### config.mk
export PLATFORM = sky130hd
export DESIGN_NAME = mcd_irq_sched
export DESIGN_NICKNAME = d
export VERILOG_FILES = /design/src/rtl/mcd_irq_sched.sv
export SDC_FILE = /design/constraint.sdc
export NUM_CORES = 1
export LEC_CHECK = 0
export CORE_MARGIN = 1.5
export CORE_UTILIZATION = 59
export DETAILED_ROUTE_END_ITERATION = 7
export GPL_ROUTABILITY_DRIVEN = 0
export HOLD_SLACK_MARGIN = 0.06
export PLACE_DENSITY = 0.9
export SLEW_MARGIN = 10
export SYNTH_ARGS = -nofsm -noshare
export SYNTH_HDL_FRONTEND = slang
export SYNTH_SLANG_ARGS = --single-unit
### constraint.sdc
create_clock -name clk_asic -period 4.5 [get_ports clk_asic]
set_input_delay 0.675 -clock clk_asic [delete_from_list [all_inputs] [get_ports clk_asic]]
set_output_delay 0.675 -clock clk_asic [all_outputs]
set_load 0.05 [all_outputs]
### src/rtl/mcd_irq_sched.sv
// ============================================================================
// mcd_irq_sched
// ----------------------------------------------------------------------------
// Sub-CPU interrupt source scheduler for the MCD mapper. It owns the IRQ mask
// register and the level-3 interval timer. It also turns one-cycle event
// strobes from the ASIC blocks into edge-safe request pulses for the sub-CPU
// interrupt controller.
//
// Parameters
//   PRESCALE    sub_sync ticks per timer tick (>= 2)
//   PULSE_LEN   clk_asic cycles each ireq pulse is held high (>= 2)
//
// Ports
//   clk_asic     in   1  block clock
//   rst_n        in   1  asynchronous active-low reset
//   sub_sync     in   1  sub-CPU clock-enable strobe, feeds the timer prescaler
//   reg_we       in   1  register write strobe
//   reg_sel      in   2  0=IMASK 1=TIMER 2=IFL2 3=STATUS
//   reg_wdata    in   8  register write data
//   reg_rdata    out  8  registered read data (1-cycle latency from reg_sel)
//   ev_gfx       in   1  level-1 event strobe
//   ev_cdd       in   1  level-4 event strobe
//   ev_cdc       in   1  level-5 event strobe
//   ev_subcode   in   1  level-6 event strobe
//   irq_pend_in  in   6  pending flags [6:1] from the interrupt controller
//   ireq         out  6  request pulses [6:1]
//   imsk         out  6  interrupt mask [6:1]
// ============================================================================
module mcd_irq_sched #(
    parameter int unsigned PRESCALE  = 384,
    parameter int unsigned PULSE_LEN = 4
) (
    input  logic       clk_asic,
    input  logic       rst_n,
    input  logic       sub_sync,
    input  logic       reg_we,
    input  logic [1:0] reg_sel,
    input  logic [7:0] reg_wdata,
    output logic [7:0] reg_rdata,
    input  logic       ev_gfx,
    input  logic       ev_cdd,
    input  logic       ev_cdc,
    input  logic       ev_subcode,
    input  logic [6:1] irq_pend_in,
    output logic [6:1] ireq,
    output logic [6:1] imsk
);

    localparam int unsigned PW = $clog2(PRESCALE);
    localparam int unsigned CW = $clog2(PULSE_LEN);

    localparam logic [1:0] SEL_IMASK  = 2'd0;
    localparam logic [1:0] SEL_TIMER  = 2'd1;
    localparam logic [1:0] SEL_IFL2   = 2'd2;
    localparam logic [1:0] SEL_STATUS = 2'd3;

    typedef enum logic [1:0] {
        ST_IDLE = 2'd0,
        ST_HIGH = 2'd1,
        ST_GAP  = 2'd2
    } pulse_state_e;

    // ------------------------------------------------------------------------
    // Register file state
    // ------------------------------------------------------------------------
    logic [6:1]    imsk_q, imsk_d;
    logic [7:0]    period_q, period_d;
    logic [7:0]    counter_q, counter_d;
    logic [PW-1:0] presc_q, presc_d;
    logic [7:0]    rdata_q, rdata_d;
    logic [6:1]    ireq_q, ireq_d;

    logic          timer_wr;
    logic          imask_wr;
    logic          ifl2_ev;
    logic          timer_ev;
    logic [6:1]    ev_vec;
    logic [6:1]    busy;

    assign timer_wr = reg_we && (reg_sel == SEL_TIMER);
    assign imask_wr = reg_we && (reg_sel == SEL_IMASK);
    assign ifl2_ev  = reg_we && (reg_sel == SEL_IFL2) && reg_wdata[0];

    // ------------------------------------------------------------------------
    // Mask register
    // ------------------------------------------------------------------------
    always_comb begin
        imsk_d = imsk_q;
        if (imask_wr) begin
            imsk_d = reg_wdata[6:1];
        end
    end

    // ------------------------------------------------------------------------
    // Level-3 interval timer
    // A TIMER write takes priority over a tick expiring in the same cycle, so
    // that tick's event is lost and counting restarts from the new period.
    // ------------------------------------------------------------------------
    always_comb begin
        period_d  = period_q;
        counter_d = counter_q;
        presc_d   = presc_q;
        timer_ev  = 1'b0;
        if (timer_wr) begin
            period_d  = reg_wdata;
            counter_d = reg_wdata;
            presc_d   = '0;
        end else if ((period_q != 8'd0) && sub_sync) begin
            if (presc_q == PW'(PRESCALE - 1)) begin
                presc_d = '0;
                if (counter_q == 8'd1) begin
                    timer_ev  = 1'b1;
                    counter_d = period_q;
                end else begin
                    counter_d = counter_q - 8'd1;
                end
            end else begin
                presc_d = presc_q + 1'b1;
            end
        end
    end

    // ------------------------------------------------------------------------
    // Per-level pulse generators
    // ------------------------------------------------------------------------
    assign ev_vec = {ev_subcode, ev_cdc, ev_cdd, timer_ev, ifl2_ev, ev_gfx};

    for (genvar g = 1; g <= 6; g++) begin : g_pulse
        pulse_state_e  state_q, state_d;
        logic [CW-1:0] cnt_q, cnt_d;
        logic          again_q, again_d;
        logic          high_d;

        // state register
        always_ff @(posedge clk_asic or negedge rst_n) begin
            if (!rst_n) begin
                state_q <= ST_IDLE;
                cnt_q   <= '0;
                again_q <= 1'b0;
            end else begin
                state_q <= state_d;
                cnt_q   <= cnt_d;
                again_q <= again_d;
            end
        end

        // next state
        // An event arriving in GAP with no queued request re-enters HIGH
        // directly; this is equivalent to setting the again flag and
        // consuming it on the same transition.
        always_comb begin
            state_d = state_q;
            cnt_d   = cnt_q;
            again_d = again_q;
            case (state_q)
                ST_IDLE: begin
                    if (ev_vec[g]) begin
                        state_d = ST_HIGH;
                        cnt_d   = '0;
                    end
                end
                ST_HIGH: begin
                    if (ev_vec[g]) begin
                        again_d = 1'b1;
                    end
                    if (cnt_q == CW'(PULSE_LEN - 1)) begin
                        state_d = ST_GAP;
                    end else begin
                        cnt_d = cnt_q + 1'b1;
                    end
                end
                ST_GAP: begin
                    if (again_q || ev_vec[g]) begin
                        state_d = ST_HIGH;
                        cnt_d   = '0;
                        again_d = 1'b0;
                    end else begin
                        state_d = ST_IDLE;
                    end
                end
                default: begin
                    state_d = ST_IDLE;
                    cnt_d   = '0;
                    again_d = 1'b0;
                end
            endcase
        end

        // outputs: ireq is registered, so it is derived from the next state
        always_comb begin
            high_d = (state_d == ST_HIGH);
        end

        assign ireq_d[g] = high_d;
        assign busy[g]   = (state_q != ST_IDLE);
    end

    // ------------------------------------------------------------------------
    // Read data mux, registered
    // ------------------------------------------------------------------------
    always_comb begin
        rdata_d = '0;
        case (reg_sel)
            SEL_IMASK:  rdata_d = {1'b0, imsk_q, 1'b0};
            SEL_TIMER:  rdata_d = period_q;
            SEL_IFL2:   rdata_d = {7'b0, busy[2]};
            SEL_STATUS: rdata_d = {1'b0, irq_pend_in, 1'b0};
            default:    rdata_d = '0;
        endcase
    end

    always_ff @(posedge clk_asic or negedge rst_n) begin
        if (!rst_n) begin
            imsk_q    <= '0;
            period_q  <= '0;
            counter_q <= '0;
            presc_q   <= '0;
            rdata_q   <= '0;
            ireq_q    <= '0;
        end else begin
            imsk_q    <= imsk_d;
            period_q  <= period_d;
            counter_q <= counter_d;
            presc_q   <= presc_d;
            rdata_q   <= rdata_d;
            ireq_q    <= ireq_d;
        end
    end

    assign reg_rdata = rdata_q;
    assign ireq      = ireq_q;
    assign imsk      = imsk_q;

endmodule

# ---- After elaboration in Yosys (flattened, before gate mapping)
# Cells that the tools add are included.
dict set report word_totals {
  register_bits 75
  input_bits 24
  out_inout_bits 20
  wordCells 204
}
dict set report op_classes {
  add_sub_neg 8
  n_eq_ne 53
  muxes 78
  n_bitwise 6
  reduce_logical 35
}
# operator n
set ops {}
lappend ops {{$pmux 2 s3} 12}
lappend ops {{$mux 2} 30}
lappend ops {{$ne 2x2->1 const B} 24}
lappend ops {{$reduce_and 3->1} 12}
lappend ops {{$mux 8} 4}
lappend ops {{$pmux 8 s4} 1}
lappend ops {{$eq 2x2->1 const B} 14}
lappend ops {{$mux 9} 3}
lappend ops {{$eq 2x1->1 const B} 13}
lappend ops {{$mux 1} 22}
lappend ops {{$pmux 1 s3} 6}
lappend ops {{$logic_not 2->1} 7}
lappend ops {{$add 2x1->2 const B} 6}
lappend ops {{$add 9x1->9 const B} 1}
lappend ops {{$eq 9x9->1 const B} 1}
lappend ops {{$eq 8x1->1 const B} 1}
lappend ops {{$reduce_bool 8->1} 1}
lappend ops {{$sub 8x1->8 const B} 1}
lappend ops {{$logic_or 1x1->1} 6}
lappend ops {{$not 1->1} 6}
lappend ops {{$reduce_bool 2->1} 3}
lappend ops {{$logic_and 1x1->1} 5}
lappend ops {{$reduce_and 2->1} 1}

# ---- Longest topological paths before layout
dict set report logic_depth {
  ltp_word 9
  depth_mapped 8
  depth_no_buf 7
}

# ---- Worst setup path after synthesis
# No wires, ideal clock.
dict set report synth_path {
  path_kind {input port to flip-flop}
  start {input port reg_sel[0]}
  end {register presc_q[3]}
  setup_ns 0.128
  t_arrival_ns 1.790
  t_required_ns 4.372
  slack_ns 2.582
  stages 7
  cell_sequence {buf_2 -> nor2b_1 -> and2_1 -> buf_2 -> nor2_1 -> o21ai_0 -> o31ai_1}
}
dict set report synth_via {
  elab_chain_len 3
}
# element line
set synth_lines {}
lappend synth_lines {{start: declaration} 37} ;# input logic [1:0] reg_sel,
lappend synth_lines {{$eq 2x1->1 (*)} 80} ;# assign timer_wr = reg_we && (reg_sel == SEL_TIMER);
lappend synth_lines {{$logic_and 1x1->1 (*)} 80}
lappend synth_lines {{$mux 9 or $reduce_bool 2->1 (tied branches)} -}
lappend synth_lines {{end signal: assignment} 224} ;# presc_q <= presc_d;
lappend synth_lines {{end: declaration} 69} ;# logic [PW-1:0] presc_q, presc_d;
# Mark *: on every way between the ends. The rest lies on a longest branch, timed or not.
# A chain may end at the register's enable or synchronous reset.

# ---- Final worst setup path
dict set report layout_path {
  start {input port reg_sel[0]}
  end {register g_pulse[3].cnt_q[1]}
}
dict set report layout_via {
  elab_chain_len 6
}
# element line
set layout_lines {}
lappend layout_lines {{$eq 2x1->1 (*)} 80}
lappend layout_lines {{$logic_and 1x1->1 (*)} 80}
lappend layout_lines {{$mux 1 (*)} 104} ;# if (timer_wr) begin
lappend layout_lines {{$logic_or 1x1->1} 173} ;# if (again_q || ev_vec[g]) begin
lappend layout_lines {{$ne 2x2->1 (no line)} -}
lappend layout_lines {{$reduce_and 3->1 (no line) (*)} -}
lappend layout_lines {{end signal: assignment} 142} ;# cnt_q <= cnt_d;
lappend layout_lines {{end: declaration} 130} ;# logic [CW-1:0] cnt_q, cnt_d;
# Marked as above.

==> metrics.txt <==
number of synthesis warnings 0; Post-CTS Resized 0; Yosys cell types 45; root buffer cell clkbuf_8; final net count 428; Post-Synthesis Cells 348; prevailing post-synth register cell dfrtp_1; fin crit share 59.5%; Die Span X 80.3 µm; Layout Skew 0.0123 ns; H-tree Lvls 3; Clk Latency, worst-skew pair 0.35 ns; asr flop ratio synth 100%; vias in the first global route 2847; most frequent cells in the layout dfrtp_1, nand2_1, clkdlybuf4s50_1; CTS tree yes; VDD IR max 0.405 mV; cts-stage hold buffer count 0; Final ANT Viol Nets 0; worst setup path class in2reg; worst path arrival time 2.95 ns; average size of a mapped cell 10.1 µm²; post-synthesis sequential area ratio 53.2%; clock tree buffer depth 2; startpoint types input port; total wire length 7.54 mm; CP required 4.77 ns; Die Y 80.3 µm; std cell rows 27; Routed WL per cell 16.0 µm; RSZ-0062 raised after global routing false; post-DP HPWL 5.36 mm; Power Density 540 mW/mm²; CTS Buf Count 9; share of post-route cells with drive strength above 1 10.3%; first-pass GRT wire length 12.9 mm; f_max 374 MHz; Max FO, Critical Path 10; Inst Count DP 456; status completed; Initial Util 62.5%; post-route cell area 0.00422 mm²; post-synth design cell area 0.00353 mm²; final total negative setup slack 0 ns; Worst Hold Margin 0.381 ns; Pre-Repair DR Iteration Count 4; IO Pins 44; CTS sink cnt 75; largest net degree at the start of global routing 43; diode count 0; gr usage total 26.4%; syn nets 381; endpoints failing setup 0; Residual DRC 0; Hold Path Class in2async; Max Slew Vio Count 0; #FFs+latches synth 75; clock transition at the registers of the reported paths 0.09 ns; drt via density 5.88; grt ovf 0; CP Capture Type register; Iter 0 DRT Violations 166; number of synthesized flops with an enable pin 0; Port Buf Inserts 43; worst-margin pin slew 0.762 ns; die area 0.00645 mm²; Pleak 1.91 nW; postcts setup bufs 0; Max-Cap Viols 0; initial antenna violation count 0; commonest non-fill, non-tap cell in the layout dfrtp_1; P&R area growth vs syn 19.6%; max_slew headroom 49.2%; core footprint 0.00564 mm²; Finished Layout Cells 472; fin crit period 2.68 ns; vias after detailed routing 2773; Hold Violations, Final 0; Placed Instance Area 0.00401 mm²
==> sequential cells by signal (all words and copies together) (netlist names) <==
register	flops
imsk	6
g_pulse.state_q	12
ireq	6
g_pulse.again_q	6
period_q	8
presc_q	9
g_pulse.cnt_q	12
counter_q	8
reg_rdata	8
==> worst max-delay path, cell delays in order <==
cell and delay (ns):
clkdlybuf4s50_1 0.80, nor2b_1 0.38, and2_1 0.41, nor2_1 0.13
a221oi_2 0.39, o2bb2ai_1 0.16
==> routing by layer <==
layer / global-route usage, % / up-vias / wire length [µm]
li1: - / 1316 / -
met1: 32.6 / 1352 / 3280
met2: 44.4 / 90 / 3710
met3: 5.68 / 15 / 387
met5: 0 / - / 0
met4: 11.9 / 0 / 159
==> stage by stage <==
stage	power, mW	utilization (%)	setup slack (ns)
2_1_floorplan	1.51	-	2.58
3_3_place_gp	1.70	71.1	1.63
3_5_place_dp	1.75	71.1	1.46
4_1_cts	2.29	74.8	1.83
5_1_grt	2.42	74.8	1.65
6_report	2.28	74.8	1.82
==> Yosys cell counts (all sizes together) (3+ instances only) <==
master   n  share of area, %
a21oi   17               2.4
o21ai   28               4.0
a21o     3              0.64
nand3    6              0.85
xnor2    3              0.74
and3     3              0.53
or3b     3              0.82
buf      6               1.1
and2     4              0.71
nand2b   6               1.1
xor2     5               1.2
nor2    30               3.2
dfrtp   75                53
clkbuf   4              0.43
o211ai   3              0.64
ha       9               3.2
inv     15               1.6
o22ai    7               1.2
nor4     5               1.2
nand2   53               5.6
a31oi    6               1.1
mux2i   11               3.1
nor3b    3              0.78
nor2b    3              0.53
o31ai    6               1.3
mux2    11               3.5
nand4    4              0.71
==> cells by family (layout without fill, tap and decap cells) <==
logic type,count (synthesis),in the layout,share of synthesized area [%]
compound gates,82,82,14.4
xor+xnor,8,8,1.99
simple gates,127,127,17.5
mux,22,22,6.63
fa+ha+maj,9,9,3.19
buf+inv,25,77,3.12
flops,75,75,53.2
==> layout make-up <==
type                       count  area [µm²]
sequential                    75        1880
timing repair buffer          46         448
clock buffer                  10         138
inverter                      15        56.3
tap                           72        90.1
clock inverter                 6        68.8
multi-input combinational    248        1540
fill                         398        1420
==> worst paths after layout <==
check / startpoint / to / depth (start not counted) / slack (ns)
worst max-delay path: reg_sel[0] / g_pulse[3].cnt_q[1]$_DFFE_PN0P_ / 6 / 1.82
worst min-delay path: rst_n / g_pulse[1].state_q[1]$_DFF_PN0_ / 1 / 0.38
worst max register to register: period_q[5]$_DFFE_PN0P_ / g_pulse[3].cnt_q[1]$_DFFE_PN0P_ / 6 / 2.40
worst min register to register: g_pulse[1].cnt_q[0]$_DFFE_PN0P_ / g_pulse[1].cnt_q[0]$_DFFE_PN0P_ / 1 / 0.47
max in group asynchronous: rst_n / presc_q[6]$_DFFE_PN0P_ / 2 / 3.10
min in group clk_asic: g_pulse[1].cnt_q[0]$_DFFE_PN0P_ / g_pulse[1].cnt_q[0]$_DFFE_PN0P_ / 1 / 0.47
==> power by group <==
group          switching [mW]  total [mW]  internal, mW
logic                   0.411       0.726         0.315
registers               0.166        1.02         0.849
clock network           0.262       0.538         0.276
total                   0.838        2.28          1.44
Power figures use the tool's default switching activity.
